<file path="config.mk">
export PLATFORM = sky130hd
export DESIGN_NAME = dram_ref_reader_flat
export DESIGN_NICKNAME = d
export VERILOG_FILES = /design/src/rtl/dram_ref_reader_pkg.sv /design/src/rtl/dram_ref_reader_if.sv /design/src/rtl/dram_ref_reader_ref_block_fifo.sv /design/src/rtl/dram_ref_reader.sv /design/src/flat_wrapper.sv
export SDC_FILE = /design/constraint.sdc
export NUM_CORES = 2
export LEC_CHECK = 0
export ABC_AREA = 1
export CELL_PAD_IN_SITES_DETAIL_PLACEMENT = 0
export CELL_PAD_IN_SITES_GLOBAL_PLACEMENT = 2
export CORE_MARGIN = 2
export CORE_UTILIZATION = 25
export DETAILED_ROUTE_END_ITERATION = 12
export PLACE_DENSITY_LB_ADDON = 0.1
export SYNTH_ARGS = -nofsm -noshare
export SYNTH_HDL_FRONTEND = slang
export SYNTH_SLANG_ARGS = --single-unit
export TNS_END_PERCENT = 1
</file>
<file path="constraint.sdc">
create_clock -name clk -period 20.9 [get_ports clk]
set_clock_uncertainty 0.05 [all_clocks]
set_input_delay 3.135 -clock clk [delete_from_list [all_inputs] [get_ports clk]]
set_output_delay 3.135 -clock clk [all_outputs]
set_load 0.005 [all_outputs]
</file>
<file path="src/rtl/dram_ref_reader_pkg.sv">
// Shared types and constants for the DRAM reference reader.
package dram_ref_reader_pkg;

   localparam int ADDR_W = 25;
   localparam int LEN_W  = 25;

   typedef enum logic [1:0] {
      IDLE  = 2'd0,
      FETCH = 2'd1,
      DRAIN = 2'd2
   } state_e;

endpackage

</file>
<file path="src/rtl/dram_ref_reader_if.sv">
// Request, DRAM read and reference-block signals of one reader instance.
// master is the reader's view, slave is the engine/DRAM-controller view.
interface dram_ref_reader_if
   import dram_ref_reader_pkg::*;
#(
   parameter int REF_LENGTH = 256,
   parameter int DRAM_WIDTH = 256
);

   logic [ADDR_W-1:0]       ref_addr_in;
   logic [LEN_W-1:0]        ref_length_in;
   logic                    ref_info_valid;
   logic                    busy_out;
   logic [ADDR_W-1:0]       dram_rd_addr_out;
   logic                    dram_rd_req_out;
   logic                    dram_rd_ack;
   logic [DRAM_WIDTH-1:0]   dram_rd_data;
   logic                    dram_rd_data_valid;
   logic [2*REF_LENGTH-1:0] ref_seq_block_out;
   logic                    ref_seq_block_valid_out;
   logic                    ref_seq_block_rdy;

   modport master (
      input  ref_addr_in, ref_length_in, ref_info_valid,
      input  dram_rd_ack, dram_rd_data, dram_rd_data_valid,
      input  ref_seq_block_rdy,
      output busy_out, dram_rd_addr_out, dram_rd_req_out,
      output ref_seq_block_out, ref_seq_block_valid_out
   );

   modport slave (
      output ref_addr_in, ref_length_in, ref_info_valid,
      output dram_rd_ack, dram_rd_data, dram_rd_data_valid,
      output ref_seq_block_rdy,
      input  busy_out, dram_rd_addr_out, dram_rd_req_out,
      input  ref_seq_block_out, ref_seq_block_valid_out
   );

endinterface

</file>
<file path="src/rtl/dram_ref_reader_ref_block_fifo.sv">
// First-word-fall-through block FIFO; count feeds the reader's credit check.
module ref_block_fifo #(
   parameter int  WIDTH = 512,
   parameter int  DEPTH = 4,
   localparam int PTR_W = $clog2(DEPTH),
   localparam int CNT_W = $clog2(DEPTH + 1)
) (
   input  logic             clk,
   input  logic             rst,
   input  logic             push,
   input  logic [WIDTH-1:0] push_data,
   input  logic             pop,
   output logic [WIDTH-1:0] out_data,
   output logic             out_valid,
   output logic [CNT_W-1:0] count
);

   logic [WIDTH-1:0] mem [DEPTH];
   logic [PTR_W-1:0] wr_ptr;
   logic [PTR_W-1:0] rd_ptr;
   logic [CNT_W-1:0] count_q;
   logic [CNT_W-1:0] count_d;
   logic             valid_q;

   assign count_d = count_q + CNT_W'(push) - CNT_W'(pop);

   always_ff @(posedge clk) begin
      if (rst) begin
         wr_ptr  <= '0;
         rd_ptr  <= '0;
         count_q <= '0;
         valid_q <= 1'b0;
         // NOTE: storage is cleared too, because the head entry drives a
         // module output that must read as zero straight out of reset.
         for (int i = 0; i < DEPTH; i++) mem[i] <= '0;
      end else begin
         // NOTE: every state update here is non-blocking so all registers
         // see pre-edge values; blocking would create order-dependent races.
         if (push) begin
            mem[wr_ptr] <= push_data;
            wr_ptr      <= wr_ptr + 1'b1;
         end
         if (pop) rd_ptr <= rd_ptr + 1'b1;
         count_q <= count_d;
         valid_q <= (count_d != '0);
      end
   end

   assign out_data  = mem[rd_ptr];
   assign out_valid = valid_q;
   assign count     = count_q;

endmodule

</file>
<file path="src/rtl/dram_ref_reader.sv">
// Fetches reference blocks from DRAM and streams them to a Smith-Waterman engine.
// Optional DRAM_REF_READER_STATS_EN adds stall/wait cycle counters.
module dram_ref_reader
   import dram_ref_reader_pkg::*;
#(
   parameter int REF_LENGTH = 256,
   parameter int DRAM_WIDTH = 256,
   parameter int FIFO_DEPTH = 4
) (
   input  logic                clk,
   input  logic                rst,
   dram_ref_reader_if.master   bus
`ifdef DRAM_REF_READER_STATS_EN
   ,
   output logic [31:0]         stall_cycles_out,
   output logic [31:0]         dram_wait_cycles_out
`endif
);

   localparam int BLK_W  = 2 * REF_LENGTH;
   localparam int BEATS  = BLK_W / DRAM_WIDTH;
   localparam int BEAT_W = (BEATS > 1) ? $clog2(BEATS) : 1;
   localparam int CNT_W  = $clog2(FIFO_DEPTH + 1);
   localparam int SUM_W  = CNT_W + 1;
   localparam logic [BEAT_W-1:0] LAST_BEAT = BEAT_W'(BEATS - 1);

   state_e            state_q, state_d;
   logic              busy_q, busy_d;
   logic              req_q, req_d;
   logic [ADDR_W-1:0] addr_q, addr_d;
   logic [ADDR_W-1:0] next_addr_q, next_addr_d;
   logic [LEN_W-1:0]  len_q, len_d;
   logic [LEN_W-1:0]  blocks_req_q, blocks_req_d;
   logic [LEN_W-1:0]  delivered_q, delivered_d;
   logic [BEAT_W-1:0] req_beat_q, req_beat_d;
   logic [BEAT_W-1:0] rx_beat_q, rx_beat_d;
   logic [CNT_W-1:0]  in_flight_q, in_flight_d;
   logic [BLK_W-1:0]  pack_q, pack_d;

   logic              push;
   logic [BLK_W-1:0]  push_data;
   logic              pop;
   logic              start_blk;
   logic              credit;
   logic [BLK_W-1:0]  fifo_data;
   logic              fifo_valid;
   logic [CNT_W-1:0]  fifo_count;

   ref_block_fifo #(
      .WIDTH (BLK_W),
      .DEPTH (FIFO_DEPTH)
   ) u_fifo (
      .clk       (clk),
      .rst       (rst),
      .push      (push),
      .push_data (push_data),
      .pop       (pop),
      .out_data  (fifo_data),
      .out_valid (fifo_valid),
      .count     (fifo_count)
   );

   // A new block may start only if every block already in flight still has
   // a FIFO slot reserved, so returning beats never need to be dropped.
   assign credit = (SUM_W'(fifo_count) + SUM_W'(in_flight_q)) < SUM_W'(FIFO_DEPTH);
   assign pop    = fifo_valid && bus.ref_seq_block_rdy;

   always_comb begin
      // NOTE: every variable gets its default first so no path leaves one
      // unassigned, which would otherwise infer a latch.
      state_d      = state_q;
      req_d        = req_q;
      addr_d       = addr_q;
      next_addr_d  = next_addr_q;
      len_d        = len_q;
      blocks_req_d = blocks_req_q;
      delivered_d  = delivered_q;
      req_beat_d   = req_beat_q;
      rx_beat_d    = rx_beat_q;
      pack_d       = pack_q;
      push         = 1'b0;
      push_data    = pack_q;
      start_blk    = 1'b0;

      if (pop) delivered_d = delivered_q + 1'b1;

      // Return path: beats arrive in request order and cannot be stalled.
      if (bus.dram_rd_data_valid) begin
         for (int i = 0; i < BEATS; i++) begin
            if (rx_beat_q == BEAT_W'(i)) push_data[i*DRAM_WIDTH +: DRAM_WIDTH] = bus.dram_rd_data;
         end
         pack_d = push_data;
         if (rx_beat_q == LAST_BEAT) begin
            push      = 1'b1;
            rx_beat_d = '0;
         end else begin
            rx_beat_d = rx_beat_q + 1'b1;
         end
      end

      unique case (state_q)
         IDLE: begin
            if (bus.ref_info_valid && (bus.ref_length_in != '0)) begin
               state_d      = FETCH;
               len_d        = bus.ref_length_in;
               blocks_req_d = '0;
               delivered_d  = '0;
               req_beat_d   = '0;
               req_d        = 1'b1;
               addr_d       = bus.ref_addr_in;
               next_addr_d  = bus.ref_addr_in + 1'b1;
               start_blk    = 1'b1;
            end
         end
         FETCH: begin
            if (req_q) begin
               if (bus.dram_rd_ack) begin
                  if (req_beat_q != LAST_BEAT) begin
                     req_beat_d  = req_beat_q + 1'b1;
                     addr_d      = next_addr_q;
                     next_addr_d = next_addr_q + 1'b1;
                  end else begin
                     req_beat_d   = '0;
                     blocks_req_d = blocks_req_q + 1'b1;
                     if (blocks_req_q + 1'b1 == len_q) begin
                        req_d   = 1'b0;
                        state_d = DRAIN;
                     end else if (credit) begin
                        start_blk   = 1'b1;
                        addr_d      = next_addr_q;
                        next_addr_d = next_addr_q + 1'b1;
                     end else begin
                        req_d = 1'b0;
                     end
                  end
               end
            end else if (credit) begin
               start_blk   = 1'b1;
               req_d       = 1'b1;
               addr_d      = next_addr_q;
               next_addr_d = next_addr_q + 1'b1;
            end
         end
         DRAIN: begin
            if (pop && (delivered_q + 1'b1 == len_q)) state_d = IDLE;
         end
         default: state_d = IDLE;
      endcase

      busy_d      = (state_d != IDLE);
      in_flight_d = in_flight_q + CNT_W'(start_blk) - CNT_W'(push);
   end

   always_ff @(posedge clk) begin
      if (rst) begin
         state_q      <= IDLE;
         busy_q       <= 1'b0;
         req_q        <= 1'b0;
         addr_q       <= '0;
         next_addr_q  <= '0;
         len_q        <= '0;
         blocks_req_q <= '0;
         delivered_q  <= '0;
         req_beat_q   <= '0;
         rx_beat_q    <= '0;
         in_flight_q  <= '0;
         pack_q       <= '0;
      end else begin
         state_q      <= state_d;
         busy_q       <= busy_d;
         req_q        <= req_d;
         addr_q       <= addr_d;
         next_addr_q  <= next_addr_d;
         len_q        <= len_d;
         blocks_req_q <= blocks_req_d;
         delivered_q  <= delivered_d;
         req_beat_q   <= req_beat_d;
         rx_beat_q    <= rx_beat_d;
         in_flight_q  <= in_flight_d;
         pack_q       <= pack_d;
      end
   end

   assign bus.busy_out                = busy_q;
   assign bus.dram_rd_req_out         = req_q;
   assign bus.dram_rd_addr_out        = addr_q;
   assign bus.ref_seq_block_out       = fifo_data;
   assign bus.ref_seq_block_valid_out = fifo_valid;

`ifdef DRAM_REF_READER_STATS_EN
   logic        capture;
   logic [31:0] stall_q;
   logic [31:0] wait_q;

   assign capture = (state_q == IDLE) && bus.ref_info_valid && (bus.ref_length_in != '0);

   always_ff @(posedge clk) begin
      if (rst || capture) begin
         stall_q <= '0;
         wait_q  <= '0;
      end else begin
         if (fifo_valid && !bus.ref_seq_block_rdy && (stall_q != '1)) stall_q <= stall_q + 1'b1;
         if (req_q && !bus.dram_rd_ack && (wait_q != '1)) wait_q <= wait_q + 1'b1;
      end
   end

   assign stall_cycles_out     = stall_q;
   assign dram_wait_cycles_out = wait_q;
`endif

endmodule

</file>
<file path="src/flat_wrapper.sv">
// flat-port wrapper written by rule: the top's interface ports become plain ports
module dram_ref_reader_flat import dram_ref_reader_pkg::*;
#(
   parameter int REF_LENGTH = 256,
   parameter int DRAM_WIDTH = 256,
   parameter int FIFO_DEPTH = 4
)
  (clk, rst, bus_ref_addr_in, bus_ref_length_in, bus_ref_info_valid, bus_dram_rd_ack, bus_dram_rd_data, bus_dram_rd_data_valid, bus_ref_seq_block_rdy, bus_busy_out, bus_dram_rd_addr_out, bus_dram_rd_req_out, bus_ref_seq_block_out, bus_ref_seq_block_valid_out);
  dram_ref_reader_if #(.REF_LENGTH(REF_LENGTH), .DRAM_WIDTH(DRAM_WIDTH)) bus_i ();
  input  logic clk;
  input  logic rst;
  input wire logic [$bits(bus_i.ref_addr_in)-1:0] bus_ref_addr_in;
  input wire logic [$bits(bus_i.ref_length_in)-1:0] bus_ref_length_in;
  input wire logic [$bits(bus_i.ref_info_valid)-1:0] bus_ref_info_valid;
  input wire logic [$bits(bus_i.dram_rd_ack)-1:0] bus_dram_rd_ack;
  input wire logic [$bits(bus_i.dram_rd_data)-1:0] bus_dram_rd_data;
  input wire logic [$bits(bus_i.dram_rd_data_valid)-1:0] bus_dram_rd_data_valid;
  input wire logic [$bits(bus_i.ref_seq_block_rdy)-1:0] bus_ref_seq_block_rdy;
  output wire logic [$bits(bus_i.busy_out)-1:0] bus_busy_out;
  output wire logic [$bits(bus_i.dram_rd_addr_out)-1:0] bus_dram_rd_addr_out;
  output wire logic [$bits(bus_i.dram_rd_req_out)-1:0] bus_dram_rd_req_out;
  output wire logic [$bits(bus_i.ref_seq_block_out)-1:0] bus_ref_seq_block_out;
  output wire logic [$bits(bus_i.ref_seq_block_valid_out)-1:0] bus_ref_seq_block_valid_out;
  assign bus_i.ref_addr_in = bus_ref_addr_in;
  assign bus_i.ref_length_in = bus_ref_length_in;
  assign bus_i.ref_info_valid = bus_ref_info_valid;
  assign bus_i.dram_rd_ack = bus_dram_rd_ack;
  assign bus_i.dram_rd_data = bus_dram_rd_data;
  assign bus_i.dram_rd_data_valid = bus_dram_rd_data_valid;
  assign bus_i.ref_seq_block_rdy = bus_ref_seq_block_rdy;
  assign bus_busy_out = bus_i.busy_out;
  assign bus_dram_rd_addr_out = bus_i.dram_rd_addr_out;
  assign bus_dram_rd_req_out = bus_i.dram_rd_req_out;
  assign bus_ref_seq_block_out = bus_i.ref_seq_block_out;
  assign bus_ref_seq_block_valid_out = bus_i.ref_seq_block_valid_out;
  dram_ref_reader #(.REF_LENGTH(REF_LENGTH), .DRAM_WIDTH(DRAM_WIDTH), .FIFO_DEPTH(FIFO_DEPTH)) u_core (.clk(clk), .rst(rst), .bus(bus_i));
endmodule
</file>
==> impl_metrics.csv <==
group,metric,value,unit
sta,grt_setup_unrepaired,"false",
clock_tree,cts_tree,"built",
floorplan,dieArea,423000,um2
drt,ant_nets,0,
final_layout,layout.cells.non_filler,16822,
global_route,grt_overflow,0,
drt,wl_met2,202000,um
sta,report.final.slew_viol_count,0,
critical_path,cp.required,17.72,ns
critical_path,reg2reg_from,"u_core.rx_beat_q",
clock_tree,cts-buffers-inserted,310,
sta,slew_headroom,24.5,%
floorplan,start_util,25.1,%
power,worst_ir_drop_vdd,0.0000650,V
synthesis,ys_seq_area_share,66.6,%
global_route,grt_pass1_wl,588000,um
worst_hold_path,worstHoldEndpoint,"u_core.pack_q[79]",
sta,period_needed,9.14,ns
placed_design,placed_area,118000,um2
floorplan,core,416000,um2
drt,top_layer_used,"met5",
sta,fmax,0.109,GHz
synthesis,synth_nets,10838,
job,drv_cap,0,
placed_design,dpl.hpwl,234000,um
critical_path,worst-r2r-cell-count,9,
critical_path,path_class,"reg2out",
clock_tree,cts_buffer_depth,4,
power,power.total,13400,uW
clock_tree,cts_resized,0,
drt,wl_per_cell,24.5,um
placed_design,io_buffers,851,
drt,drt_iter0_markers,5251,
synthesis,ys_warn_count,0,
clock_tree,cts.reportedPaths.clkPinSlew,0.06,ns
final_layout,layout-drive-gt1-share,5.50,%
status,status,"complete, no violations",
power,leakage,0.0468,uW
critical_path,cp_slowest_cell,"dfxtp_4",
drt,dr.pass1.iters,6,
critical_path,r2r_slack,14.52,ns
critical_path,crit_chain,"buf_4, buf_4, buf_4, buf_4, o21ai_0, o22ai_1, clkdlybuf4s50_1",
final_layout,syn_to_final_growth,22.8,%
worst_hold_path,min-delay-start,"u_core.pack_q[79]",
floorplan,rows,237,
sta,whs,0.440,ns
critical_path,crit_top_cell,"buf_4",
synthesis,ys.flop_type,"edfxtp_1",
global_route,grtUsageTotal,18.9,%
global_route,grt_max_degree,161,
placed_design,post-place-cells,16249,
clock_tree,h-tree-depth,5,
drt,met3_length,18600,um
synthesis,avgSynthCellArea,9.92,um2
floorplan,io_pins,852,
worst_hold_path,hold_class,"reg2reg",
sta,period_share,43.7,%
placed_design,place_congestion,0.757,
clock_tree,post_cts.repair.setup_buffers,0,
global_route,antenna_found_initial,34,
drt,routed_wl,412000,um
synthesis,synth_seq_cells,2448,
sta,hold_viol,0,
power,p_per_area,104,nW/um2
critical_path,cp-end-kind,"output port",
synthesis,synth_edf_count,2048,
critical_path,cpPeakStageDelay,0.84,ns
global_route,grt_pass1_vias,78858,
final_layout,fin_nets,11388,
drt,vias,78294,
clock_tree,clock_latency,0.93,ns
floorplan,die_h,650,um
synthesis,synth-async-reset-ratio,0,%
worst_hold_path,holdPathStages,2,
critical_path,crit_family,"buffers and inverters",
synthesis,synth_cell_types,43,
drt,drt-met1-wl,182000,um
sta,tns,0,ns
critical_path,critPathMaxFanout,90,
clock_tree,root_buffer,"clkbuf_16",
sta,setup_viol,0,
final_layout,fin_area,128000,um2
critical_path,cp.arrival,5.96,ns
critical_path,timing.rr.end,"u_core.u_fifo.mem[2][232]",
floorplan,dieWidth,650,um
drt,vias_per_cell,4.65,
critical_path,cp_num_buf_inv,5,
sta,tightest_slew,1.13,ns
synthesis,synthesis.area,104000,um2
synthesis,netlist_instances,10514,
clock_tree,cts_hold_buf,0,
drt,drc_errors,0,
clock_tree,cts.sinks,2448,
critical_path,start_kind,"flop",
## placed cells by master (no fill, tap or decap), types with 20 or more instances in the layout
cell	instances
nand2_1	435
o22ai_1	514
clkbuf_1	93
dfxtp_1	398
nand3_1	146
clkinv_1	50
buf_12	25
clkdlybuf4s50_1	850
nor2_1	3598
xor2_1	35
buf_4	109
a21oi_2	20
inv_1	673
nand4_1	28
o21ai_0	1102
clkbuf_16	318
a21oi_1	94
edfxtp_1	2048
clkbuf_8	37
clkinv_2	38
nor3_1	532
a211oi_1	25
## cells in the mapped netlist, types with 8 or more instances
library cell | instances | share of area [%]
a211oi_1 | 25 | 0.18
a21oi_1 | 94 | 0.45
a21oi_2 | 20 | 0.17
a32oi_1 | 8 | 0.067
buf_1 | 25 | 0.090
clkbuf_1 | 711 | 2.6
dfxtp_1 | 400 | 7.7
edfxtp_1 | 2048 | 59
ha_1 | 10 | 0.12
inv_1 | 676 | 2.4
nand2_1 | 441 | 1.6
nand3_1 | 147 | 0.71
nand3b_1 | 12 | 0.086
nand4_1 | 28 | 0.17
nor2_1 | 3600 | 13
nor3_1 | 532 | 2.6
o21ai_0 | 1102 | 5.3
o21bai_1 | 8 | 0.058
o22ai_1 | 514 | 3.1
xnor2_1 | 11 | 0.092
xor2_1 | 35 | 0.29
## layer usage
metal / track usage (%) / vias to the layer above
met5: 0 / -
met2: 32.7 / 1697
met1: 24.7 / 39196
li1: - / 36892
met3: 3.06 / 493
met4: 4.33 / 16
## worst max path at each step
stage | start | endpoint | slack, ns | depth (start not counted)
CTS | flop | bus_ref_seq_block_out[10] | 11.55 | 7
global placement | bus_dram_rd_data_valid | u_core.u_fifo.mem[2][474] | 10.73 | 10
global route | flop | bus_ref_seq_block_out[10] | 11.36 | 7
floorplan | bus_dram_rd_data_valid | u_core.u_fifo.mem[1][0] | 4.77 | 7
finish | flop | bus_ref_seq_block_out[10] | 11.76 | 7
detailed placement | bus_dram_rd_data_valid | u_core.u_fifo.mem[2][220] | 10.81 | 10
## power by group
part | total (uW) | switching [uW] | leakage, uW | internal (uW)
Clock | 5230 | 2200 | 0.00477 | 3030
Combinational | 2500 | 1610 | 0.0176 | 891
Sequential | 5630 | 95.9 | 0.0244 | 5530
## flip-flops by register name, indices dropped and copies added (netlist names), 2 cells and up, named ones only
register / cells
u_core.state_q: 2
u_core.len_q: 25
u_core.u_fifo.rd_ptr: 2
u_core.bus.dram_rd_addr_out: 25
u_core.u_fifo.mem: 2048
u_core.pack_q: 256
u_core.u_fifo.count: 3
u_core.next_addr_q: 25
u_core.delivered_q: 25
u_core.blocks_req_q: 25
u_core.u_fifo.wr_ptr: 2
u_core.in_flight_q: 3
## kinds of logic after synthesis
group           synth area share (%)
simple gates                    18.3
flops                           66.6
compound gates                  9.41
buf+inv                         5.18
fa+ha+maj                      0.158
xor+xnor                       0.386
## worst register-to-register path: cells and delay by family, from the launching register on
kind	cells	cell delay [ns]
flip-flops	1	0.43
buffers and inverters	4	2.69
AND/OR/NAND/NOR	5	2.78
## layout make-up
cell class              instances  area, um2
fillers                     42981     288000
flip-flops and latches       2448      69500
multi-input cells            6636      29500
repair buffers                985       9840
clock buffers                 448       8820
well taps                    5497       6880
inverters                     683       2600
clock inverters               119        958
diodes                          6       15.0
## per-stage QoR
| stage | util [%] | setup slack [ns] |
|---|---|---|
| global route | 30.8 | 11.36 |
| global placement | 28.4 | 10.73 |
| CTS | 30.8 | 11.55 |
| finish | 30.8 | 11.76 |
| detailed placement | 28.4 | 10.81 |
| floorplan | - | 4.77 |
No activity file was read; power rests on OpenSTA's default activity.
